===== src/rtl/escape_pkg.sv =====
// Shared types and sizes for the escape-time sequencer.
package escape_pkg;

  localparam int unsigned NUM_LANES  = 4;
  localparam int unsigned PIPE_DEPTH = 4;
  localparam int unsigned COORD_W    = 32;
  localparam int unsigned LANE_W     = 2;

  typedef enum logic [2:0] {
    IDLE,
    COLLECT,
    LOAD,
    RUN,
    DRAIN
  } state_e;

  typedef struct packed {
    logic [COORD_W-1:0] a;
    logic [COORD_W-1:0] b;
  } coord_t;

endpackage


===== src/rtl/escape_sequencer_lane_demux.sv =====
// Demultiplexes the engine's serial diverged bit into per-lane escape flags and counts.
module lane_demux
  import escape_pkg::*;
#(
  parameter int unsigned MAX_ITER   = 256,
  parameter int unsigned ITER_W     = 9,
  parameter int unsigned DIV_OFFSET = 1
) (
  input  logic                              clk_i,
  input  logic                              rst_i,
  input  logic                              clr_i,
  input  logic                              en_i,
  input  logic [LANE_W-1:0]                 phase_i,
  input  logic [ITER_W-1:0]                 iter_i,
  input  logic                              diverged_i,
  output logic [NUM_LANES-1:0]              esc_o,
  output logic [NUM_LANES-1:0][ITER_W-1:0]  cnt_o
);

  localparam int unsigned T_W = ITER_W + LANE_W;

  logic [NUM_LANES-1:0]             esc_q;
  logic [NUM_LANES-1:0][ITER_W-1:0] cnt_q;

  logic [T_W-1:0]    t_c;
  logic [T_W-1:0]    adj_c;
  logic [LANE_W-1:0] lane_c;
  logic [ITER_W-1:0] round_c;
  logic              hit_c;

  // The bit seen DIV_OFFSET cycles late belongs to an earlier (lane, round) slot.
  always_comb begin
    t_c     = {iter_i, phase_i};
    adj_c   = t_c - T_W'(DIV_OFFSET);
    lane_c  = adj_c[LANE_W-1:0];
    round_c = adj_c[T_W-1:LANE_W];
    hit_c   = en_i && diverged_i && (t_c >= T_W'(DIV_OFFSET)) && !esc_q[lane_c];
  end

  // First divergence per lane wins; clear presets the cap so silent lanes report MAX_ITER.
  always_ff @(posedge clk_i or posedge rst_i) begin
    if (rst_i) begin
      esc_q <= '0;
      cnt_q <= '0;
    end else if (clr_i) begin
      esc_q <= '0;
      for (int i = 0; i < int'(NUM_LANES); i++) cnt_q[i] <= ITER_W'(MAX_ITER);
    end else if (hit_c) begin
      esc_q[lane_c] <= 1'b1;
      cnt_q[lane_c] <= round_c;
    end
  end

  assign esc_o = esc_q;
  assign cnt_o = cnt_q;

endmodule


===== src/rtl/escape_sequencer.sv =====
// Batches coordinates into four engine lanes, runs the engine and serialises per-lane results.
module escape_sequencer
  import escape_pkg::*;
#(
  parameter int unsigned MAX_ITER   = 256,
  parameter int unsigned ITER_W     = 9,
  parameter int unsigned DIV_OFFSET = 1
) (
  input  logic               aclk,
  input  logic               areset,
  input  logic               cfg_julia,
  input  logic [COORD_W-1:0] cfg_ca,
  input  logic [COORD_W-1:0] cfg_cb,
  input  logic               s_valid,
  output logic               s_ready,
  input  logic [COORD_W-1:0] s_a,
  input  logic [COORD_W-1:0] s_b,
  input  logic               s_last,
  output logic               ld,
  output logic [COORD_W-1:0] a1,
  output logic [COORD_W-1:0] a2,
  output logic [COORD_W-1:0] a3,
  output logic [COORD_W-1:0] a4,
  output logic [COORD_W-1:0] b1,
  output logic [COORD_W-1:0] b2,
  output logic [COORD_W-1:0] b3,
  output logic [COORD_W-1:0] b4,
  output logic [COORD_W-1:0] julia_a0,
  output logic [COORD_W-1:0] julia_b0,
  output logic               julia_VS_mandelbrot,
  input  logic               diverged,
  output logic               m_valid,
  input  logic               m_ready,
  output logic [ITER_W-1:0]  m_iter,
  output logic               m_escaped,
  output logic               m_last
);

  localparam logic [LANE_W-1:0] LD_LAST   = LANE_W'(PIPE_DEPTH - 1);
  localparam logic [LANE_W-1:0] LANE_LAST = LANE_W'(NUM_LANES - 1);

  state_e                           state_q;
  coord_t                           lane_q [NUM_LANES];
  logic [NUM_LANES-1:0]             vld_q;
  logic [LANE_W-1:0]                k_q;
  logic                             last_seen_q;
  logic [LANE_W-1:0]                last_lane_q;
  logic [LANE_W-1:0]                ld_cnt_q;
  logic [LANE_W-1:0]                phase_q;
  logic [ITER_W-1:0]                iter_q;
  logic [LANE_W:0]                  drain_q;
  logic                             s_ready_q;
  logic                             ld_q;
  logic                             m_valid_q;
  logic [ITER_W-1:0]                m_iter_q;
  logic                             m_escaped_q;
  logic                             m_last_q;
  logic [COORD_W-1:0]               julia_a_q;
  logic [COORD_W-1:0]               julia_b_q;
  logic                             julia_q;

  logic [NUM_LANES-1:0]             esc_c;
  logic [NUM_LANES-1:0][ITER_W-1:0] cnt_c;
  logic                             all_done_c;
  logic                             nxt_found_c;
  logic [LANE_W-1:0]                nxt_idx_c;

  lane_demux #(
    .MAX_ITER   (MAX_ITER),
    .ITER_W     (ITER_W),
    .DIV_OFFSET (DIV_OFFSET)
  ) u_lane_demux (
    .clk_i      (aclk),
    .rst_i      (areset),
    .clr_i      (state_q == LOAD),
    .en_i       (state_q == RUN),
    .phase_i    (phase_q),
    .iter_i     (iter_q),
    .diverged_i (diverged),
    .esc_o      (esc_c),
    .cnt_o      (cnt_c)
  );

  // Batch is finished once every real lane has escaped; pad lanes never hold it open.
  assign all_done_c = &(esc_c | ~vld_q);

  // Lowest populated lane at or above the drain pointer.
  always_comb begin
    nxt_found_c = 1'b0;
    nxt_idx_c   = '0;
    for (int i = int'(NUM_LANES) - 1; i >= 0; i--) begin
      if (i >= int'(drain_q) && vld_q[i]) begin
        nxt_found_c = 1'b1;
        nxt_idx_c   = LANE_W'(i);
      end
    end
  end

  // Sequencer FSM with packer, load/run counters and result serialiser.
  always_ff @(posedge aclk or posedge areset) begin
    if (areset) begin
      state_q     <= IDLE;
      for (int i = 0; i < int'(NUM_LANES); i++) lane_q[i] <= '0;
      vld_q       <= '0;
      k_q         <= '0;
      last_seen_q <= 1'b0;
      last_lane_q <= '0;
      ld_cnt_q    <= '0;
      phase_q     <= '0;
      iter_q      <= '0;
      drain_q     <= '0;
      s_ready_q   <= 1'b0;
      ld_q        <= 1'b1;
      m_valid_q   <= 1'b0;
      m_iter_q    <= '0;
      m_escaped_q <= 1'b0;
      m_last_q    <= 1'b0;
      julia_a_q   <= '0;
      julia_b_q   <= '0;
      julia_q     <= 1'b0;
    end else begin
      case (state_q)
        IDLE: begin
          state_q   <= COLLECT;
          s_ready_q <= 1'b1;
          ld_q      <= 1'b0;
          k_q       <= '0;
          vld_q     <= '0;
        end
        COLLECT: begin
          // A frame terminator with nothing pending is consumed silently.
          if (s_valid && s_ready_q && !(s_last && k_q == '0)) begin
            lane_q[k_q] <= '{a: s_a, b: s_b};
            vld_q[k_q]  <= 1'b1;
            k_q         <= k_q + LANE_W'(1);
            if (s_last || k_q == LANE_LAST) begin
              state_q     <= LOAD;
              s_ready_q   <= 1'b0;
              ld_q        <= 1'b1;
              ld_cnt_q    <= '0;
              last_seen_q <= s_last;
              last_lane_q <= k_q;
              julia_a_q   <= cfg_ca;
              julia_b_q   <= cfg_cb;
              julia_q     <= cfg_julia;
            end
          end
        end
        LOAD: begin
          ld_cnt_q <= ld_cnt_q + LANE_W'(1);
          if (ld_cnt_q == LD_LAST) begin
            state_q <= RUN;
            ld_q    <= 1'b0;
            phase_q <= '0;
            iter_q  <= '0;
          end
        end
        RUN: begin
          phase_q <= phase_q + LANE_W'(1);
          if (phase_q == LANE_LAST) iter_q <= iter_q + ITER_W'(1);
          if (all_done_c || iter_q == ITER_W'(MAX_ITER)) begin
            state_q   <= DRAIN;
            drain_q   <= '0;
            m_valid_q <= 1'b0;
          end
        end
        DRAIN: begin
          if (!m_valid_q || m_ready) begin
            if (nxt_found_c) begin
              m_valid_q   <= 1'b1;
              m_iter_q    <= cnt_c[nxt_idx_c];
              m_escaped_q <= esc_c[nxt_idx_c];
              m_last_q    <= last_seen_q && (nxt_idx_c == last_lane_q);
              drain_q     <= (LANE_W + 1)'(nxt_idx_c) + (LANE_W + 1)'(1);
            end else begin
              state_q     <= COLLECT;
              m_valid_q   <= 1'b0;
              m_last_q    <= 1'b0;
              s_ready_q   <= 1'b1;
              k_q         <= '0;
              vld_q       <= '0;
              last_seen_q <= 1'b0;
              for (int i = 0; i < int'(NUM_LANES); i++) lane_q[i] <= '0;
            end
          end
        end
        default: state_q <= IDLE;
      endcase
    end
  end

  assign s_ready             = s_ready_q;
  assign ld                  = ld_q;
  assign a1                  = lane_q[0].a;
  assign a2                  = lane_q[1].a;
  assign a3                  = lane_q[2].a;
  assign a4                  = lane_q[3].a;
  assign b1                  = lane_q[0].b;
  assign b2                  = lane_q[1].b;
  assign b3                  = lane_q[2].b;
  assign b4                  = lane_q[3].b;
  assign julia_a0            = julia_a_q;
  assign julia_b0            = julia_b_q;
  assign julia_VS_mandelbrot = julia_q;
  assign m_valid             = m_valid_q;
  assign m_iter              = m_iter_q;
  assign m_escaped           = m_escaped_q;
  assign m_last              = m_last_q;

endmodule


===== config.mk =====
export PLATFORM = sky130hd
export DESIGN_NAME = escape_sequencer
export DESIGN_NICKNAME = d
export VERILOG_FILES = /design/src/rtl/escape_pkg.sv /design/src/rtl/escape_sequencer_lane_demux.sv /design/src/rtl/escape_sequencer.sv
export SDC_FILE = /design/constraint.sdc
export NUM_CORES = 1
export LEC_CHECK = 0
export ABC_AREA = 1
export ABC_CLOCK_PERIOD_IN_PS = 48000
export BUFFER_PORTS_ARGS = -buffer_cell sky130_fd_sc_hd__buf_2
export CAP_MARGIN = 20
export CELL_PAD_IN_SITES_DETAIL_PLACEMENT = 0
export CELL_PAD_IN_SITES_GLOBAL_PLACEMENT = 2
export CORE_ASPECT_RATIO = 0.8
export CORE_MARGIN = 2
export CORE_UTILIZATION = 32
export CTS_CLUSTER_DIAMETER = 40
export DETAILED_ROUTE_END_ITERATION = 10
export PLACE_DENSITY_LB_ADDON = 0.1
export SYNTH_ARGS = -nofsm -noshare
export SYNTH_HDL_FRONTEND = slang
export SYNTH_SLANG_ARGS = --single-unit

===== constraint.sdc =====
create_clock -name aclk -period 48 [get_ports aclk]
set_input_delay 14.4 -clock aclk [delete_from_list [all_inputs] [get_ports aclk]]
set_output_delay 14.4 -clock aclk [all_outputs]
set_load 0.005 [all_outputs]

==> results.cfg <==
[power_and_ir_drop]
power_leakage_nw = 14.4
power-per-cell-area_nw_per_um2 = 72.3
power_w = 0.00172
ir_drop_mv = 0.0478

[synthesis]
ys_async_sr_fraction_pct = 100
ys_ff_latch = 403
synth_area_leaders = dfrtp_1 55%, nand2_1 21%, nand3_1 12%
synth_top_cells_by_count = 1,011 x nand2_1, 424 x nand3_1, 402 x dfrtp_1
synth_cell_types = 35
synth_edf_count = 0
yosysSeqAreaShare_pct = 54.9
synth_most_common_cell = nand2_1
synthDominantCellAreaShare_pct = 54.7
syn_nets = 2491
synth_top_area_cell = dfrtp_1
syn_area_um2 = 18400
syn_area_per_cell_um2 = 7.85
yosysWarnings = 0
synth-main-ff-cell = dfrtp_1
synthCells = 2341

[floorplanning]
die_x_um = 272
dieArea_um2 = 59400
core_area_um2 = 56700
pin_count = 470
die_h_um = 218
start_util_pct = 32.4
rows = 78

[global_routing]
antenna_found_initial = 7
grt.overflow.total = 0
grt_usage_pct = 22.4
grt_max_degree = 105
grt_pass1_vias = 16357
grt_pass1_wl_um = 102000

[routing]
drcViolationCount = 0
vias_per_cell = 4.69
drtPass1Iterations = 5
wire_per_inst_um = 18.8
wl_um = 67600
ant_nets = 0
drt_iter0_drc = 1186
num_vias = 16825

[clock_tree]
path_clk_slew_ps = 50
postCtsHoldBufs = 0
postCtsSetupBuffers = 0
cts.repair.resized = 0
htree_levels = 3
cts_tree = yes
cts_sinks = 403
clockRootBuffer = clkbuf_16
clk-insertion-delay-late_ps = 600
cts_buffer_depth = 3
numCtsBuffers = 72

[cells_and_area]
ff_latch_area_um2 = 10100
nNetsFinal = 2922
stdcell_count = 3591
multiInputGateArea_um2 = 6870
syn_to_final_growth_pct = 29.3
drive_gt1_share_pct = 23.0
fillerInstances = 5879

[critical_path]
crit_type = input port to asynchronous set/reset pin
cp_data_arrival_time_ps = 17470
required_ps = 48580
cp-start-kind = input port
critPathCaptureType = asynchronous set/reset pin
cp_max_fo = 104

[timing]
tns_ps = 0
finalSetupViolations = 0
period_needed_ps = 16890
fin_skew_ps = 22.2
rsz0062_at_grt = no
tightest_slew_ps = 974
hold_viol_final = 0
drv_slew = 0
min_period_over_period_pct = 35.2
max_slew_margin_pct = 35.0
fmax_mhz = 59.2

[job]
maxCapViolCount = 0

[min_path]
min_path_type = flop to flop

[placement]
placedCellCount = 3457
dp_hpwl_um = 44400
gp_congestion = 0.814
portBuffers = 469

[run_status]
outcome = finished clean
## critical path: stages
cell and delay [ps]:
buf_2 130, inv_8 460, buf_4 690, buf_4 730, buf_4 830
## report_power, final
part           switching, W  total (W)  internal [W]
clock network      0.000184   0.000521      0.000337
logic              0.000459   0.000665      0.000206
registers         0.0000665   0.000532      0.000466
## flip-flops by register name, summed over array words and instances, names as in the netlist, 3 cells and up
register / count
a2: 32
a1: 32
a3: 32
state_q: 3
julia_b0: 32
b2: 32
u_lane_demux.esc_o: 4
drain_q: 3
iter_q: 9
b4: 32
m_iter: 9
vld_q: 4
u_lane_demux.cnt_o: 36
b1: 32
b3: 32
a4: 32
julia_a0: 32
## path summary, 6_finish.rpt
check,from,to,slack (ps),depth (start not counted)
worst max-delay path,areset,u_lane_demux.cnt_o[19],31110,5
worst min-delay path,julia_a0[1],julia_a0[1],460,2
worst max register to register,k_q[1],julia_a0[7],44600,10
worst min register to register,julia_a0[1],julia_a0[1],460,2
max in group aclk,s_last,a4[30],31680,10
min in group asynchronous,areset,b1[14],13900,2
## per-stage QoR
step	hold slack [ps]	setup slack (ps)	instance area, um^2	util, %
after floorplan	453	22390	18400	-
after global placement	450	30320	21300	37.5
after detailed placement	453	30320	21300	37.5
after CTS	466	30930	23700	41.9
after global routing	483	30560	23800	41.9
final	462	31110	23800	41.9
## kinds of logic (layout without fill, tap and decap cells)
logic type               after synthesis  count (layout)  share of synthesized area, %
AO/OA/AOI/OAI                         47              47                          1.34
XOR/XNOR                               1               1                        0.0476
adder cells (fa/ha/maj)               15              15                          1.02
buffers and inverters                362             849                          8.15
flip-flops                           403             403                          54.9
multiplexers                           1               1                        0.0544
other                                  0               3                             0
AND/OR/NAND/NOR                     1512            1512                          34.5
## metal layers
layer	GRT usage (%)	wire (um)	share of wire [%]	vias to the layer above
met5	0	34	0.050	-
met4	5.99	1530	2.3	6
met3	6.08	4700	7.0	100
met2	34.7	30400	45	433
met1	30.8	31000	46	8117
li1	-	-	-	8169
## final cells by class
type / count / share of cell area, %
clock buffer: 95 / 8.71
multi-input combinational: 1576 / 28.9
sequential: 403 / 42.4
timing repair buffer: 491 / 10.7
clock inverter: 35 / 1.65
antenna: 3 / 0.0316
inverter: 228 / 3.64
tap: 760 / 4.00
## cells in the final DEF, fill, tap and decap left out, types with 7 or more instances in the layout
master / instances
a21oi_1: 16
buf_2: 469
buf_4: 21
clkbuf_1: 8
clkbuf_16: 75
clkbuf_8: 12
clkinv_2: 10
dfrtp_1: 402
ha_1: 13
inv_1: 213
inv_2: 12
nand2_1: 1010
nand2_2: 7
nand3_1: 424
nand4_1: 8
nor2_1: 40
o21ai_0: 21
Note: power is estimated with default switching activity, not from simulation.
